## src/rtl/uart_tx_arbiter.sv

```systemverilog
// uart_tx_arbiter: shares one UART TX FIFO write port between N byte-stream requesters, a whole message at a time, round-robin.
// Latency: a request is granted one edge after it is seen, and granted bytes reach the FIFO combinationally. One idle cycle separates messages.
// Backpressure: fifoFull clears reqReady/fifoWrEn and holds the grant. Non-granted requesters always see reqReady = 0.
//
// Ports:
//   clk, rst         clock; asynchronous active-low reset
//   reqValid/reqData/reqLast/reqReady   per-requester byte stream (reqData is N x 8 bits flattened)
//   grant            one-hot current owner, zero when idle
//   fifoWrEn/fifoDin/fifoFull           UART TX FIFO write side
//   busy             a message is in progress
//   abortCount       saturating count of timeout releases
//
// Option macro UART_TX_ARB_TIMEOUT_EN: when it is defined, the grant is force-released after TIMEOUT
// cycles in which the owner has no byte and the FIFO is not full. When it is undefined,
// abortCount is tied to zero and the grant is held until reqLast.
module uart_tx_arbiter #(
  parameter int N       = 4,
  parameter int TIMEOUT = 1023
) (
  input  logic           clk,
  input  logic           rst,
  input  logic [N-1:0]   reqValid,
  input  logic [8*N-1:0] reqData,
  input  logic [N-1:0]   reqLast,
  output logic [N-1:0]   reqReady,
  output logic [N-1:0]   grant,
  output logic           fifoWrEn,
  output logic [7:0]     fifoDin,
  input  logic           fifoFull,
  output logic           busy,
  output logic [7:0]     abortCount
);

  localparam int IW = (N > 1) ? $clog2(N) : 1;

  if (N < 2 || N > 8) begin : g_bad_n
    $error("uart_tx_arbiter: N must be in 2..8");
  end
  if (TIMEOUT < 1) begin : g_bad_timeout
    $error("uart_tx_arbiter: TIMEOUT must be at least 1");
  end

  typedef enum logic {
    IDLE = 1'b0,
    XFER = 1'b1
  } state_t;

  state_t        state;
  state_t        state_nxt;
  logic [IW-1:0] gidx;       // owner index, meaningful only in XFER
  logic [IW-1:0] gidx_inc;   // (gidx + 1) mod N
  logic [IW-1:0] ptr;        // first index searched by the next arbitration
  logic [IW-1:0] pick_idx;
  logic          pick_vld;
  logic          g_vld;
  logic          g_last;
  logic [7:0]    g_dat;
  logic          accept;
  logic          msg_end;
  logic          timeout_hit;
  logic          rel;

  // Modular add for index values that are always below N.
  function automatic logic [IW-1:0] wrap_add(input logic [IW-1:0] base, input int off);
    int s;
    s = int'(base) + off;
    if (s >= N) s = s - N;
    return IW'(s);
  endfunction

  // Round-robin search starting at ptr. The found flag keeps the first hit.
  always_comb begin
    pick_vld = 1'b0;
    pick_idx = '0;
    for (int k = 0; k < N; k++) begin
      if (!pick_vld && reqValid[wrap_add(ptr, k)]) begin
        pick_vld = 1'b1;
        pick_idx = wrap_add(ptr, k);
      end
    end
  end

  // Owner-side mux. Each branch uses a constant index, so no wide shifters are built.
  always_comb begin
    g_vld  = 1'b0;
    g_last = 1'b0;
    g_dat  = 8'h00;
    for (int i = 0; i < N; i++) begin
      if (gidx == IW'(i)) begin
        g_vld  = reqValid[i];
        g_last = reqLast[i];
        g_dat  = reqData[8*i +: 8];
      end
    end
  end

  assign gidx_inc = wrap_add(gidx, 1);
  assign accept   = (state == XFER) && g_vld && !fifoFull;
  assign msg_end  = accept && g_last;
  assign rel      = msg_end || timeout_hit;

  // State register.
  always_ff @(posedge clk or negedge rst) begin
    if (!rst) begin
      state <= IDLE;
    end else begin
      state <= state_nxt;
    end
  end

  // Next-state logic.
  always_comb begin
    state_nxt = state;
    case (state)
      IDLE:    if (pick_vld) state_nxt = XFER;
      XFER:    if (rel)      state_nxt = IDLE;
      default: state_nxt = IDLE;
    endcase
  end

  // Outputs. Everything is qualified by XFER, so the async reset clears the outputs at once.
  always_comb begin
    grant    = '0;
    reqReady = '0;
    fifoWrEn = 1'b0;
    fifoDin  = 8'h00;
    busy     = 1'b0;
    if (state == XFER) begin
      grant[gidx]    = 1'b1;
      reqReady[gidx] = !fifoFull;
      fifoWrEn       = g_vld && !fifoFull;
      fifoDin        = g_dat;
      busy           = 1'b1;
    end
  end

  // Owner index and round-robin pointer. The pointer moves past the owner on any release.
  always_ff @(posedge clk or negedge rst) begin
    if (!rst) begin
      gidx <= '0;
      ptr  <= '0;
    end else begin
      if (state == IDLE && pick_vld) gidx <= pick_idx;
      if (rel)                       ptr  <= gidx_inc;
    end
  end

`ifdef UART_TX_ARB_TIMEOUT_EN
  localparam int CW = $clog2(TIMEOUT + 1);

  logic [CW-1:0] idle_cnt;
  logic [7:0]    abort_q;
  logic          idle_tick;

  // An idle cycle is one where the owner has no byte. Cycles stalled by a full FIFO are not counted.
  assign idle_tick   = (state == XFER) && !g_vld && !fifoFull;
  // The release happens on the edge where the count would reach TIMEOUT.
  assign timeout_hit = idle_tick && (idle_cnt == CW'(TIMEOUT - 1));
  assign abortCount  = abort_q;

  always_ff @(posedge clk or negedge rst) begin
    if (!rst) begin
      idle_cnt <= '0;
    end else if (state != XFER || accept || timeout_hit) begin
      idle_cnt <= '0;
    end else if (idle_tick) begin
      idle_cnt <= idle_cnt + 1'b1;
    end
  end

  always_ff @(posedge clk or negedge rst) begin
    if (!rst) begin
      abort_q <= 8'h00;
    end else if (timeout_hit && abort_q != 8'hFF) begin
      abort_q <= abort_q + 8'h01;
    end
  end
`else
  assign timeout_hit = 1'b0;
  assign abortCount  = 8'h00;
`endif

  // The FIFO must never be written while it is full, and there is at most one owner.
  a_no_write_full: assert property (@(posedge clk) disable iff (!rst) !(fifoWrEn && fifoFull));
  a_grant_onehot:  assert property (@(posedge clk) disable iff (!rst) $onehot0(grant));

endmodule

```

## config.mk

```make
export PLATFORM = sky130hd
export DESIGN_NAME = uart_tx_arbiter
export DESIGN_NICKNAME = d
export VERILOG_FILES = /design/src/rtl/uart_tx_arbiter.sv
export SDC_FILE = /design/constraint.sdc
export NUM_CORES = 1
export LEC_CHECK = 0
export CAP_MARGIN = 20
export CORE_MARGIN = 5
export CORE_UTILIZATION = 32
export DETAILED_ROUTE_END_ITERATION = 10
export GPL_TIMING_DRIVEN = 0
export PLACE_DENSITY_LB_ADDON = 0.08
export SLEW_MARGIN = 20
export SYNTH_ARGS = -nofsm -noshare
export SYNTH_HDL_FRONTEND = slang
export SYNTH_SLANG_ARGS = --single-unit
```

## constraint.sdc

```tcl
create_clock -name clk -period 2.7 [get_ports clk]
set_clock_uncertainty 0.05 [all_clocks]
set_input_delay 0.54 -clock clk [delete_from_list [all_inputs] [get_ports clk]]
set_output_delay 0.54 -clock clk [all_outputs]
set_load 0.01 [all_outputs]
```

After elaboration in Yosys (flattened, before gate mapping)
Index checks and enable logic that the tools add are counted.

word-level totals
  bits in registers = 5
  bits in latches = 0
  bits in writable memories = 0
  ROM bits = 0
  output and inout port bits = 26
  logic and storage cells = 85
  memories = 0

cells by class
  add/subtract/negate cells = 9
  $mul = 0
  div/mod/pow operators = 0
  order comparisons = 11
  equal/unequal tests = 3
  shift operators = 0
  muxes and demuxes = 43
  bitwise logic cells = 2
  reductions and logical operators = 14

operators with widths
  operator                                                                              count
  8-bit 2-to-1 mux                                                                      5
  1-bit 2-to-1 mux                                                                      21
  2-bit 2-to-1 mux                                                                      9
  2-bit by 3-bit < comparator with 1-bit output (second input constant)                 5
  3-bit greater-or-equal comparator (second input constant)                             4
  2-bit by 1-bit subtractor with 2-bit output (second input constant)                   5
  1-bit logical AND                                                                     9
  1-bit binary-select mux with 2-bit select                                             4
  4-bit 2-to-1 mux                                                                      2
  2-bit by 1-bit adder with 3-bit output (second input constant)                        2
  2-bit by 2-bit adder with 3-bit output (second input constant)                        2
  4-bit bitwise AND                                                                     1
  2-bit == test (second input constant)                                                 2
  1-bit logical NOT                                                                     4
  2-bit by 3-bit greater-or-equal comparator with 1-bit output (second input constant)  1
  1-bit demux with 2-bit select                                                         1
  2-bit by 1-bit == test with 1-bit output (second input constant)                      1
  2-bit by 1-bit greater-or-equal comparator with 1-bit output (second input constant)  1
  2-bit logical NOT                                                                     1
  1-bit one-hot mux with 2 select lines                                                 1
  1-bit NOT                                                                             1

Logic depth before layout (Yosys ltp)
  depth after elaboration = 16
  depth in mapped cells = 7
  depth with buffers taken out = 6

Worst setup path before layout
OpenSTA, ideal clock, no wires.

  kind = reg2out
  from = register gidx[0]
  to = output port fifoDin[5]
  data arrival time = 1.545 ns
  data required time = 2.110 ns
  path slack = 0.565 ns
  cell stages (with the launch flop) = 8
  path buffers = 1
  cell sequence = dfrtp_1 inv_1 ha_1 nor2b_1 clkbuf_1 a221oi_1 a21oi_1 a22o_1

between the ends
  word-level cells in the longest chain between the ends = 6

RTL lines
  what                            RTL line  RTL
  start: declaration              50        logic [IW-1:0] gidx;
  start signal: assignment        143       if (state == IDLE && pick_vld) gidx <= pick_idx;
  2-bit logical NOT               89        if (gidx == IW'(i)) begin
  8-bit 2-to-1 mux (3 in series)  89
  8-bit 2-to-1 mux (*)            89
  8-bit 2-to-1 mux (*)            128       if (state == XFER) begin
  end: declaration                28        output logic [7:0] fifoDin,

Every way passes the cells marked *; elsewhere a longest branch is shown, timed or not.

Final worst setup path
  from = input port reqValid[0]
  to = output port fifoWrEn

between the ends
  word-level cells in the longest chain between the ends = 6

RTL lines
  what                            RTL line  RTL
  start: declaration              22        input logic [N-1:0] reqValid,
  1-bit 2-to-1 mux (4 in series)  89
  1-bit logical AND               131       fifoWrEn = g_vld && !fifoFull;
  1-bit 2-to-1 mux                128
  end: declaration                27        output logic fifoWrEn,

Every way passes these cells.

==> results by group <==
Drt
  • Avg WL per Cell: 14.6 um
  • Router iterations before antenna repair: 4
  • DRT iter0 DRCs: 37
  • Via-per-instance ratio: 4.94
  • Antenna viol nets, final: 0
  • DRC: 0
  • Via count: 998
  • Post-Route WL: 2960 um

Critical path
  • Crit. End Element: output port
  • Startpoint class of the critical path: input pin
  • Reg2reg start: gidx[0]
  • Worst Path Required: 2.11 ns
  • R2R Setup Slk: 0.89 ns
  • Worst r2r dst: ptr[1]
  • Crit Path Category: input pin to output port
  • Crit path max fanout: 6
  • Worst R2R Path Depth: 7
  • Crit path DAT: 2.06 ns

Synthesis
  • Top-count cell post-synth: inv_1
  • Syn. warnings: 0
  • Synth Area in Simple Gates: 19.2%
  • Post-synthesis compound-gate area fraction: 34.9%
  • Async SR Flop Fraction: 100%
  • Sequential-to-total area share from yosys stat: 15.7%
  • Number of flops mapped to enable cells by yosys: 0
  • Post-synthesis mux area share: 4.56%
  • Largest family of logic cells by synthesized area: compound AO/OA/AOI/OAI gates
  • Ys flop type: dfrtp_1
  • Syn_area_per_cell: 7.80 um2
  • Synth Instances: 102
  • Mapped Area: 796 um2
  • #FFs+latches synth: 5
  • Adder-Cell Fraction of Synth Area: 6.29%
  • Yosys cell types: 32
  • Yosys top cell area share: 15.7%
  • Post-Synth XOR/XNOR Area: 0%
  • Synth area leaders: dfrtp_1 (16%), buf_4 (10%), a221oi_1 (9.9%)
  • Top cells by count, synth: inv_1 (14), buf_4 (11), a21oi_1 (9), a221oi_1 (9), and2_1 (8)
  • Area leader, netlist: dfrtp_1

Power and ir drop
  • Tot Pwr: 0.00135 W
  • PwrDens: 887 nW/um2
  • Leakage power: 0.726 nW
  • Combinational Power Share: 82.6%
  • Switching Share: 43.3%
  • Sequential share of power: 11.2%
  • Proportion of power drawn by the clock network: 6.2%
  • Int Pwr: 0.000766 W
  • Switching pwr: 0.000586 W
  • Peak supply drop: 0.542 mV

Min path
  • Worst hold path class: input pin to asynchronous set/reset pin

STA
  • RSZ-0062 raised after global routing: true
  • Count of final hold-check violations: 0
  • Max-slew violations: 0
  • Tcrit/Tclk final: 98.3%
  • Fmax: 377 MHz
  • Fin crit period: 2.65 ns
  • Fin Setup TNS: 0 ns
  • Final setup viols: 0

Die
  • DIE AREA: 3580 um2
  • Cell Rows: 18
  • Starting Density: 32.7%
  • Die X: 59.9 um
  • Die Ht: 59.9 um
  • CORE AREA: 2430 um2
  • IO Count: 69

Clocking
  • Total CTS buffers: 3
  • Worst skew pair latency: 0.24 ns
  • Post-CTS Hold Buffers: 0
  • CTS tree: built
  • H-tree Lvls: 1
  • Number of clock sinks: 5
  • Clk pin slew, worst setup/hold paths: 0.04 ns
  • Clk root buf: clkbuf_4
  • CTS max path bufs: 2

Global route
  • First-pass GRT wire length: 4370 um
  • Overflow after GRT: 0
  • Number of global-route vias before repair: 945
  • Largest net degree at the start of global routing: 11
  • Antenna violations before repair: 0
  • GRT Overall Usage: 15.7%

Finish
  • Fillers: 219
  • Finished Core Util: 62.7%
  • Share of layout cells above drive strength 1: 15.7%
  • Area Growth Syn to Fin: 91.5%
  • Register area: 125 um2
  • Diodes inserted: 0
  • Final #Nets: 220
  • Area of the multi-input gates: 574 um2

Placement
  • Final GP Congestion: 0.745
  • DPL Wire Length: 2370 um
  • Port Buf Inserts: 60

Run status
  • Status: finished clean

Job
  • # Max-Cap Violations: 0
==> cell type report <==
cell class	count	share of cell area [%]
repair buffers	61	39.4
plain buffers	13	7.06
clock buffers	4	1.72
well taps	30	2.46
inverters	14	3.45
multi-input cells	75	37.7
flip-flops and latches	5	8.21
==> kinds of logic (layout without fill, tap and decap cells) <==
group	count (synthesis)	after routing
buffers and inverters	29	92
DFF	5	5
and+or+nand+nor	23	23
other	1	8
adders and majority gates	4	4
muxes	3	3
AOI/OAI and AO/OA	37	37
==> per-stage QoR <==
stage          worst slack, ns  hold WS [ns]  std cells  area (um2)
2_1_floorplan            0.565         0.194        109         822
3_3_place_gp           -0.0795         0.487        199        1460
3_5_place_dp            -0.108         0.508        199        1460
4_1_cts               -0.00178         0.465        203        1510
5_1_grt                -0.0207         0.476        202        1520
6_report                0.0455         0.466        202        1520
==> metal layers <==
metal  routed length [um]  track usage (%)  vias up
li1                     -                -      491
met5                    0                0        -
met4                   21             4.75        0
met1                 1260             20.3      453
met2                 1360             26.5       50
met3                  314             2.38        4
==> power by group through the flow <==
stage | Clock (W) | Combinational (W) | Sequential, W
6_report | 0.0000844 | 0.00112 | 0.000151
5_1_grt | 0.0000928 | 0.00122 | 0.000156
4_1_cts | 0.0000886 | 0.00111 | 0.000150
3_5_place_dp | 0 | 0.00112 | 0.000153
3_3_place_gp | 0 | 0.00110 | 0.000149
2_1_floorplan | 0 | 0.000651 | 0.000142
==> registers in the layout (all words and copies together), names as in the netlist <==
name and flops:
gidx 2, ptr 2, state 1
==> cell usage in the layout, fill, tap and decap left out, drive strengths merged, types with 2 or more instances in the layout <==
master,instances
clkbuf,6
a211oi,3
nor2b,5
dlygate4sd2,8
ha,4
a22o,7
dfrtp,5
nand3b,2
and2,8
mux2,2
buf,12
conb,8
inv,14
clkdlybuf4s50,51
nand2,2
o21ai,3
a21oi,9
a221oi,9
==> critical path, cell delays in order <==
cell and delay (ns):
clkdlybuf4s50_1 0.57, nand2_1 0.09, o21ai_2 0.17, nor2b_1 0.15
clkdlybuf4s50_1 0.55
==> worst max path at each step <==
stage	start	end	slack, ns	cells after the start
after floorplan	gidx[0]	fifoDin[5]	0.57	7
after global placement	reqValid[0]	fifoWrEn	-0.08	5
after detailed placement	reqValid[0]	fifoWrEn	-0.11	5
after CTS	gidx[0]	reqReady[2]	-0.002	7
after global routing	gidx[1]	fifoDin[5]	-0.02	7
final	reqValid[0]	fifoWrEn	0.05	5
==> timing repair <==
item	in CTS	in global routing
resized for setup	19	4
cloned	0	0
buffers inserted	1	0
setup endpoints to repair	13	6
endpoints found under the hold margin	0	0
Note: power is estimated with default switching activity, not from simulation.
